### src/rtl/uart_mux_pkg.sv
// Shared framing definitions for the game-state link: word tags, snapshot
// layout and the word builder used on both ends of the link.
package uart_mux_pkg;

  localparam logic [3:0] TAG_MATCH_CTRL = 4'h0;
  localparam logic [3:0] TAG_PL1_POSX   = 4'h3;
  localparam logic [3:0] TAG_PL1_POSY   = 4'h4;
  localparam logic [3:0] TAG_BALL_POSX  = 4'h5;
  localparam logic [3:0] TAG_BALL_POSY  = 4'h6;

  localparam logic [2:0] IDX_LAST = 3'd4;

  typedef struct packed {
    logic [11:0] pl1_posx;
    logic [11:0] pl1_posy;
    logic [11:0] ball_posx;
    logic [11:0] ball_posy;
    logic [3:0]  pl1_score;
    logic [3:0]  pl2_score;
    logic        flag_point;
    logic        end_game;
    logic        reset_req;
  } game_snap_t;

  function automatic logic [15:0] frame_word(input logic [2:0] idx, input game_snap_t s);
    logic [15:0] w;
    case (idx)
      3'd0:    w = {TAG_MATCH_CTRL, 1'b0, s.reset_req, s.end_game, s.flag_point,
                    s.pl2_score, s.pl1_score};
      3'd1:    w = {TAG_PL1_POSX, s.pl1_posx};
      3'd2:    w = {TAG_PL1_POSY, s.pl1_posy};
      3'd3:    w = {TAG_BALL_POSX, s.ball_posx};
      3'd4:    w = {TAG_BALL_POSY, s.ball_posy};
      default: w = 16'h0000;
    endcase
    return w;
  endfunction

endpackage

### src/rtl/uart_mux.sv
// Game-state framer: snapshots the state on frame_tick and streams five tagged
// words, high byte first, through the uart_tx start/done handshake.
module uart_mux
  import uart_mux_pkg::*;
#(
  parameter int unsigned WORD_GAP = 0
) (
  input  logic        clk,
  input  logic        rst,
  input  logic        frame_tick,
  input  logic [11:0] pl1_posx,
  input  logic [11:0] pl1_posy,
  input  logic [11:0] ball_posx,
  input  logic [11:0] ball_posy,
  input  logic [3:0]  pl1_score,
  input  logic [3:0]  pl2_score,
  input  logic        flag_point,
  input  logic        end_game,
  input  logic        reset_req,
  input  logic        tx_done,
  output logic [7:0]  tx_data,
  output logic        tx_start,
  output logic        busy
);

  localparam logic [2:0] S_IDLE    = 3'd0;
  localparam logic [2:0] S_LOAD_HI = 3'd1;
  localparam logic [2:0] S_WAIT_HI = 3'd2;
  localparam logic [2:0] S_LOAD_LO = 3'd3;
  localparam logic [2:0] S_WAIT_LO = 3'd4;
  localparam logic [2:0] S_GAP     = 3'd5;

  localparam logic        GAP_EN   = (WORD_GAP != 0);
  localparam logic [15:0] GAP_LAST = GAP_EN ? 16'(WORD_GAP - 1) : 16'd0;

  logic [2:0]  state_q, state_d;
  logic [2:0]  idx_q, idx_d;
  logic [15:0] gap_cnt_q, gap_cnt_d;
  logic        pending_q, pending_d;
  game_snap_t  snap_q, snap_d;
  logic [7:0]  tx_data_q, tx_data_d;
  logic        tx_start_q, tx_start_d;
  logic        busy_q, busy_d;

  game_snap_t  snap_in;
  logic [15:0] cur_word;
  logic        done_ok;

  assign snap_in = '{pl1_posx: pl1_posx, pl1_posy: pl1_posy,
                     ball_posx: ball_posx, ball_posy: ball_posy,
                     pl1_score: pl1_score, pl2_score: pl2_score,
                     flag_point: flag_point, end_game: end_game,
                     reset_req: reset_req};

  assign cur_word = frame_word(idx_q, snap_q);
  // A done pulse coinciding with our own start pulse belongs to no byte of ours.
  assign done_ok  = tx_done && !tx_start_q;

  always_comb begin
    state_d    = state_q;
    idx_d      = idx_q;
    gap_cnt_d  = gap_cnt_q;
    snap_d     = snap_q;
    tx_data_d  = tx_data_q;
    tx_start_d = 1'b0;
    busy_d     = busy_q;
    if (frame_tick && (state_q != S_IDLE)) begin
      pending_d = 1'b1;
    end else begin
      pending_d = pending_q;
    end

    case (state_q)
      S_IDLE: begin
        if (frame_tick || pending_q) begin
          snap_d    = snap_in;
          idx_d     = 3'd0;
          busy_d    = 1'b1;
          pending_d = 1'b0;
          state_d   = S_LOAD_HI;
        end else begin
          busy_d = 1'b0;
        end
      end
      S_LOAD_HI: begin
        tx_data_d  = cur_word[15:8];
        tx_start_d = 1'b1;
        state_d    = S_WAIT_HI;
      end
      S_WAIT_HI: begin
        if (done_ok) begin
          state_d = S_LOAD_LO;
        end else begin
          state_d = S_WAIT_HI;
        end
      end
      S_LOAD_LO: begin
        tx_data_d  = cur_word[7:0];
        tx_start_d = 1'b1;
        state_d    = S_WAIT_LO;
      end
      S_WAIT_LO: begin
        if (done_ok) begin
          if (idx_q == IDX_LAST) begin
            // A queued request chains straight into a new frame without idling.
            if (pending_q || frame_tick) begin
              snap_d    = snap_in;
              idx_d     = 3'd0;
              pending_d = 1'b0;
              state_d   = S_LOAD_HI;
            end else begin
              busy_d  = 1'b0;
              state_d = S_IDLE;
            end
          end else if (!GAP_EN) begin
            idx_d   = idx_q + 3'd1;
            state_d = S_LOAD_HI;
          end else begin
            gap_cnt_d = 16'd0;
            state_d   = S_GAP;
          end
        end else begin
          state_d = S_WAIT_LO;
        end
      end
      S_GAP: begin
        if (gap_cnt_q == GAP_LAST) begin
          idx_d   = idx_q + 3'd1;
          state_d = S_LOAD_HI;
        end else begin
          gap_cnt_d = gap_cnt_q + 16'd1;
        end
      end
      default: begin
        idx_d     = 3'd0;
        pending_d = 1'b0;
        busy_d    = 1'b0;
        state_d   = S_IDLE;
      end
    endcase
  end

  always_ff @(posedge clk) begin
    if (rst) begin
      state_q    <= S_IDLE;
      idx_q      <= 3'd0;
      gap_cnt_q  <= 16'd0;
      pending_q  <= 1'b0;
      snap_q     <= '0;
      tx_data_q  <= 8'h00;
      tx_start_q <= 1'b0;
      busy_q     <= 1'b0;
    end else begin
      state_q    <= state_d;
      idx_q      <= idx_d;
      gap_cnt_q  <= gap_cnt_d;
      pending_q  <= pending_d;
      snap_q     <= snap_d;
      tx_data_q  <= tx_data_d;
      tx_start_q <= tx_start_d;
      busy_q     <= busy_d;
    end
  end

  assign tx_data  = tx_data_q;
  assign tx_start = tx_start_q;
  assign busy     = busy_q;

endmodule

### config.mk
export PLATFORM = sky130hd
export DESIGN_NAME = uart_mux
export DESIGN_NICKNAME = d
export VERILOG_FILES = /design/src/rtl/uart_mux_pkg.sv /design/src/rtl/uart_mux.sv
export SDC_FILE = /design/constraint.sdc
export NUM_CORES = 1
export LEC_CHECK = 0
export CAP_MARGIN = 20
export CORE_MARGIN = 2
export CORE_UTILIZATION = 40
export CTS_CLUSTER_DIAMETER = 80
export DETAILED_ROUTE_END_ITERATION = 10
export PLACE_DENSITY = 0.64
export SETUP_SLACK_MARGIN = 0.05
export SYNTH_ARGS = -nofsm -noshare
export SYNTH_HDL_FRONTEND = slang
export SYNTH_SLANG_ARGS = --single-unit
### constraint.sdc
create_clock -name clk -period 5.1 [get_ports clk]
set_input_delay 1.275 -clock clk [delete_from_list [all_inputs] [get_ports clk]]
set_output_delay 1.275 -clock clk [all_outputs]
set_load 0.05 [all_outputs]
== Word level (Yosys, flattened, before mapping) ==
Index checks and enable logic that the tools add are counted.
Cells by class
  add/subtract/negate cells: 2
  equality and inequality tests: 14
  bitwise gates (word level): 3
  muxes and demuxes: 29
  reduce and logical (&&, ||, !) cells: 18
Operator list (number)
  two-way mux 59 bit: 3
  case mux 59 bit (2 select lines): 1
  case mux 15 bit (5 select lines): 1
  two-way mux 3 bit: 8
  case mux 3 bit (6 select lines): 1
  adder 16 x 1 -> 16 bit (second input constant): 1
  logical NOT 16 bit: 1
  case mux 8 bit (2 select lines): 1
  == test 3 x 2 -> 1 bit (second input constant): 4
  case mux 3 bit (4 select lines): 1
  two-way mux 1 bit: 11
  != test 2 bit (second input constant): 5
  == test 3 bit (second input constant): 3
  == test 3 x 1 -> 1 bit (second input constant): 2
  logical NOT 3 bit: 2
  case mux 1 bit (3 select lines): 2
  AND reduction 3 bit: 2
  AND reduction 2 bit: 2
  AND reduction 4 bit: 1
  nonzero test 2 bit: 2
  OR reduction 4 bit: 1
  adder 3 x 1 -> 3 bit (second input constant): 1
  inverter 1 bit: 3
  nonzero test 3 bit: 1
  5 further kinds: 6
Word-level totals
  bits in registers: 92
  output and inout port bits: 10
  input port bits: 63

== Logic depth before layout (Yosys ltp) ==
Gate-level depths: netlist (run 1).
  word-level depth: 7
  gate-level depth with buffers: 9

== Least setup slack after synthesis (run 1) ==
Ideal clock, no wire load.
  path kind: input port to flip-flop
  from: input tx_done
  to: register snap_q[24] (netlist name)
  arrival: 2.262 ns
  slack: 2.706 ns
  data required time: 4.968 ns
  setup time: 0.132 ns
  cell stages on the path: 7
  path through: nand2b_1 > and3b_1 > a211o_1 > buf_4 > buf_4 > nand2_1 > a21oi_1
On the way
  longest elaborated chain between the ends: 3
RTL lines
  start: declaration: RTL line uart_mux.sv:20  | input logic tx_done,
  logical AND 1 bit: RTL line uart_mux.sv:57  | assign done_ok = tx_done && !tx_start_q;
  != test 2 bit (no line)
  AND reduction 3 bit (no line)
  end signal: assignment: RTL line uart_mux.sv:158  | snap_q <= snap_d;
  end: declaration: RTL line uart_mux.sv:40  | game_snap_t snap_q, snap_d;
Every way passes these cells.
A chain may end at the register's enable or synchronous reset.

== Worst setup path in the final report (run 1) ==
  from: register tx_data_q[0] (netlist: tx_data[0])
  to: output tx_data[0]
RTL lines
  start: declaration: RTL line uart_mux.sv:41  | logic [7:0] tx_data_q, tx_data_d;
  start signal: assignment: RTL line uart_mux.sv:159  | tx_data_q <= tx_data_d;
  end: declaration: RTL line uart_mux.sv:21  | output logic [7:0] tx_data,
No word-level cell between the ends.

==> flow_summary.json, run 1 <==
{
  "setup_viol": 0,
  "ys_ff_latch": 92,
  "cts.clk_slew.worst_paths_ns": 0.09,
  "end_kind": "output pin",
  "cp_data_arrival_time_ns": 1.54,
  "vias": 3743,
  "fin_crit_sh_pct": 55.3,
  "area_delta_synth_final_pct": 23.9,
  "viasPerCell": 5.31,
  "max_freq_mhz": 355,
  "ant_nets": 0,
  "wl_mm": 10.2,
  "insertion_delay_ns": 0.36,
  "netlist_instances": 517,
  "stdcell_count": 705,
  "grt_pass1_wl_mm": 16.4,
  "synth-warning-count": 0,
  "grt_pass1_vias": 3389,
  "clockBufferDepth": 2,
  "antenna_found_initial": 0,
  "required_ns": 3.83,
  "diodes": 0,
  "drc_errors": 0,
  "path_delay_family": "buffers and inverters",
  "grt_max_degree": 64,
  "syn-num-nets": 587,
  "die_x_um": 105,
  "worstHoldPathType": "reg -> reg",
  "synthFlopType": "dfxtp_1",
  "routabilityCongestion": 0.799,
  "final_core_util_pct": 51.5,
  "hpwl_mm": 7.04,
  "critPathLaunchType": "flop",
  "synth_cell_types": 50,
  "critPathBufInv": 1,
  "status": "finished, final reports clean",
  "skew_ns": 0.0110,
  "max_stage_delay_ns": 0.82,
  "ctsResizeCount": 0,
  "die_height_um": 105,
  "crit_fanout": 2,
  "vdd_ir_drop_max_mv": 0.130,
  "synth_area_leaders": "dfxtp_1, nand2_1, a21oi_1",
  "hold_violations": 0,
  "grt_use_total_pct": 18.4,
  "synth_edf_count": 0,
  "clock-sinks": 92,
  "htree_levels": 3,
  "ios": 73,
  "period_minus_slack_ns": 2.82,
  "worstMarginPinSlew_ns": 0.785,
  "placed_cell_area_sq_um": 4820,
  "first_iter_violations": 232,
  "numCtsBuffers": 9,
  "power_density_nw_per_um2": 339,
  "wl_per_cell_um": 14.5,
  "synth_top_area_share_pct": 45.1,
  "slew_viol_final": 0,
  "drv_cap": 0,
  "cp_slowest_cell": "clkdlybuf4s50_1",
  "synth_area_sq_um": 4080,
  "grt-ovfl-total": 0,
  "finalInstanceArea_sq_um": 5060,
  "ys_async_sr_fraction_pct": 0,
  "grt_setup_unrepaired": "false",
  "ys_seq_area_share_pct": 45.1,
  "die_area_sq_um": 11000,
  "core_area_sq_um": 9820,
  "max_slew_margin_pct": 47.6,
  "critPathKind": "reg -> out",
  "yosysMostFrequentCell": "nand2_1",
  "final.setup.tns_ns": 0,
  "row_count": 36,
  "drive_above_1_share_pct": 5.24,
  "postCtsHoldBufs": 0,
  "finalNetCount": 637,
  "firstDrtPassIters": 6,
  "p_leak_nw": 1.77,
  "root_buffer": "clkbuf_8",
  "synthTopCellsByCount": "nand2_1, dfxtp_1, a21oi_1, nor2_1, clkbuf_1",
  "post_cts_buffers": 0,
  "syn_avg_cell_area_sq_um": 7.89,
  "start_util_pct": 41.6,
  "yosysTopAreaCell": "dfxtp_1",
  "crit_chain": "clkdlybuf4s50_1",
  "portBuffers": 72,
  "power_mw": 1.72,
  "dpl.cell_count": 688,
  "cts_tree": "built"
}
==> sequential cells by signal, indices dropped and copies added (netlist names) <==
signal,cells
snap_q,59
gap_cnt_q,16
tx_data,8
idx_q,3
state_q,3
busy,1
pending_q,1
tx_start,1
==> stage by stage <==
step                      setup WS (ns)  hold WS, ns
after detailed placement           1.90        0.446
final                              2.28        0.455
after global routing               2.04        0.479
after global placement             1.98        0.443
after floorplan                    2.71        0.434
after CTS                          2.24        0.458
==> routing by layer <==
layer | share of wire, % | track usage, % | routed length, um
met1 | 46 | 25.0 | 4740
met2 | 48 | 29.5 | 4960
met3 | 4.8 | 4.68 | 495
met4 | 0.55 | 4.00 | 56
met5 | 0 | 0 | 0
==> cells in the final DEF, fill, tap and decap left out, types with 3 or more instances in the layout <==
cell             instances
nand2_1                135
dfxtp_1                 92
a21oi_1                 73
clkdlybuf4s50_1         71
nor2_1                  34
a22oi_1                 11
nand3_1                 11
o21ai_0                 10
clkbuf_8                10
nor3_1                   9
inv_1                    8
xnor2_1                  8
xor2_1                   7
ha_1                     7
a211oi_1                 5
a222oi_1                 5
nand4_1                  5
a221oi_1                 5
a2111oi_0                5
nand2b_1                 4
nor2b_1                  4
a211o_1                  4
o211ai_1                 3
or2_2                    3
clkinv_4                 3
buf_4                    3
==> report_power, final <==
| part | internal (mW) | switching [mW] | leakage (nW) |
|---|---|---|---|
| clock | 0.244 | 0.268 | 0.103 |
| sequential | 0.790 | 0.0561 | 0.751 |
| combinational | 0.147 | 0.211 | 0.911 |
| total | 1.18 | 0.536 | 1.77 |
==> area by class of cell <==
class                   instances  area, sq um
clock buffers                  10          138
clock inverters                 6         72.6
fillers                       996         4760
inverters                       8         30.0
multi-input cells             380         2040
flip-flops and latches         92         1840
well taps                     133          166
repair buffers                 76          766
==> worst paths after layout <==
kind / from / endpoint / slack (ns) / cells after the start
worst max-delay path: tx_data[0]$_SDFFE_PP0P_ / tx_data[0] / 2.28 / 1
worst min-delay path: tx_data[3]$_SDFFE_PP0P_ / tx_data[3]$_SDFFE_PP0P_ / 0.46 / 2
worst max register to register: idx_q[1]$_SDFFE_PP0P_ / snap_q[44]$_SDFFE_PP0P_ / 2.45 / 7
worst min register to register: tx_data[3]$_SDFFE_PP0P_ / tx_data[3]$_SDFFE_PP0P_ / 0.46 / 2
==> cells by family (layout without fill, tap and decap cells) <==
kind of cell,after synthesis,in the layout,synth area share [%]
and+or+nand+nor,224,224,23.9
xor gates and xnor gates,15,15,3.22
AOI/OAI and AO/OA,134,134,20.5
DFF,92,92,45.1
buffers and inverters,45,100,5.03
adders and majority gates,7,7,2.15
Power figures use the tool's default switching activity.
==> inputs of run 2 (changes only) <==
--- a/config.mk
+++ b/config.mk
@@ -10,7 +10,7 @@
 export CORE_UTILIZATION = 40
 export CTS_CLUSTER_DIAMETER = 80
 export DETAILED_ROUTE_END_ITERATION = 10
-export PLACE_DENSITY = 0.64
+export PLACE_DENSITY = 0.67
 export SETUP_SLACK_MARGIN = 0.05
 export SYNTH_ARGS = -nofsm -noshare
 export SYNTH_HDL_FRONTEND = slang
==> constraint.sdc (replaced) <==
create_clock -name clk -period 2.54 [get_ports clk]
set_input_delay 0.635 -clock clk [delete_from_list [all_inputs] [get_ports clk]]
set_output_delay 0.635 -clock clk [all_outputs]
set_load 0.05 [all_outputs]
==> flow_summary.json, run 2 (same netlist as run 1, synthesis figures left out) <==
{
  "diodes": 0,
  "htree_levels": 3,
  "cp_data_arrival_time_ns": 1.60,
  "crit_fanout": 2,
  "power_density_nw_per_um2": 679,
  "post_cts_buffers": 0,
  "critPathLaunchType": "flop",
  "max_stage_delay_ns": 0.83,
  "wl_mm": 10.5,
  "max_freq_mhz": 448,
  "grt-ovfl-total": 0,
  "fin_crit_sh_pct": 87.9,
  "status": "finished, final reports clean",
  "p_leak_nw": 1.83,
  "grt_use_total_pct": 19.6,
  "max_flop_register": "snap_q",
  "vias": 3802,
  "row_count": 36,
  "insertion_delay_ns": 0.38,
  "postCtsHoldBufs": 0,
  "start_util_pct": 41.6,
  "wl_met1_mm": 4.76,
  "fin_ws_ns": 0.308,
  "routabilityCongestion": 0.850,
  "final.setup.tns_ns": 0,
  "finalInstanceArea_sq_um": 5140,
  "core_area_sq_um": 9820,
  "end_kind": "output pin",
  "cts.clk_slew.worst_paths_ns": 0.09,
  "ctsResizeCount": 0,
  "placed_cell_area_sq_um": 4930,
  "grt_pass1_vias": 3617,
  "mostFrequentLayoutCells": "nand2_1, dfxtp_1, a21oi_1",
  "cp_slowest_cell": "clkdlybuf4s50_1",
  "slew_viol_final": 0,
  "drc_errors": 0,
  "period_minus_slack_ns": 2.23,
  "required_ns": 1.90,
  "place_ws_ns": 0.141,
  "setup_viol": 0,
  "crit_chain": "clkdlybuf4s50_1",
  "finalNetCount": 649,
  "ant_nets": 0,
  "max_slew_margin_pct": 61.0,
  "wl_per_cell_um": 14.7,
  "worstHoldPathType": "reg -> reg",
  "grt_pass1_wl_mm": 17.4,
  "die_area_sq_um": 11000,
  "root_buffer": "clkbuf_8",
  "final_common_cell": "nand2_1",
  "clock-sinks": 92,
  "first_iter_violations": 226,
  "firstDrtPassIters": 4,
  "dr_wl_met3_um": 417,
  "vdd_ir_drop_max_mv": 0.292,
  "area_delta_synth_final_pct": 25.9,
  "skew_ns": 0.0164,
  "hpwl_mm": 7.82,
  "largest_register_ffs": 59,
  "drv_cap": 0,
  "dpl.cell_count": 701,
  "grt_setup_unrepaired": "false",
  "clockBufferDepth": 2,
  "critPathKind": "reg -> out",
  "antenna_found_initial": 0,
  "top_layer_used": "met4",
  "grt_max_degree": 50,
  "cts_tree": "built",
  "viasPerCell": 5.30,
  "ios": 73,
  "final_core_util_pct": 52.3,
  "portBuffers": 72,
  "worstMarginPinSlew_ns": 0.584,
  "power_mw": 3.49,
  "numCtsBuffers": 9,
  "path_delay_family": "buffers and inverters",
  "drive_above_1_share_pct": 7.19,
  "met2_length_mm": 5.19,
  "stdcell_count": 717,
  "die_height_um": 105,
  "holdWs_ns": 0.460,
  "hold_violations": 0,
  "die_x_um": 105,
  "critPathBufInv": 1
}
## run 2: changes by cell type in the layout (fill, tap and decap cells not counted)
| cell | delta |
|---|---|
| buf_12 | +1 |
| buf_4 | +12 |
| inv_6 | +2 |
| clkinv_4 | -2 |
| clkinvlp_4 | -1 |
| inv_8 | +2 |
| buf_16 | -1 |
| clkbuf_8 | -1 |
## run 2: layout make-up
class                   count  area, sq um
flip-flops and latches     92         1840
multi-input cells         380         2040
clock buffers               9          124
inverters                   8         30.0
fillers                  1014         4680
repair buffers             88          848
clock inverters             7         87.6
well taps                 133          166
## run 2: per-layer routing
layer / vias up / track usage (%)
met2: 92 / 31.9
met3: 14 / 4.62
met4: 0 / 6.67
li1: 1912 / -
met5: - / 0
met1: 1784 / 25.5
## run 2: worst paths after layout
| path | start | end | slack (ns) | cells after the start |
|---|---|---|---|---|
| worst min-delay path | snap_q[38]$_SDFFE_PP0P_ | snap_q[38]$_SDFFE_PP0P_ | 0.46 | 2 |
| worst max register to register | gap_cnt_q[0]$_SDFFE_PP0P_ | idx_q[0]$_SDFFE_PP0P_ | 0.52 | 7 |
| worst min register to register | snap_q[38]$_SDFFE_PP0P_ | snap_q[38]$_SDFFE_PP0P_ | 0.46 | 2 |
| worst max-delay path | tx_data[7]$_SDFFE_PP0P_ | tx_data[7] | 0.31 | 1 |
## run 2: power by group
| group | switching [mW] | internal, mW |
|---|---|---|
| Sequential | 0.102 | 1.59 |
| Clock | 0.566 | 0.481 |
| Combinational | 0.435 | 0.322 |
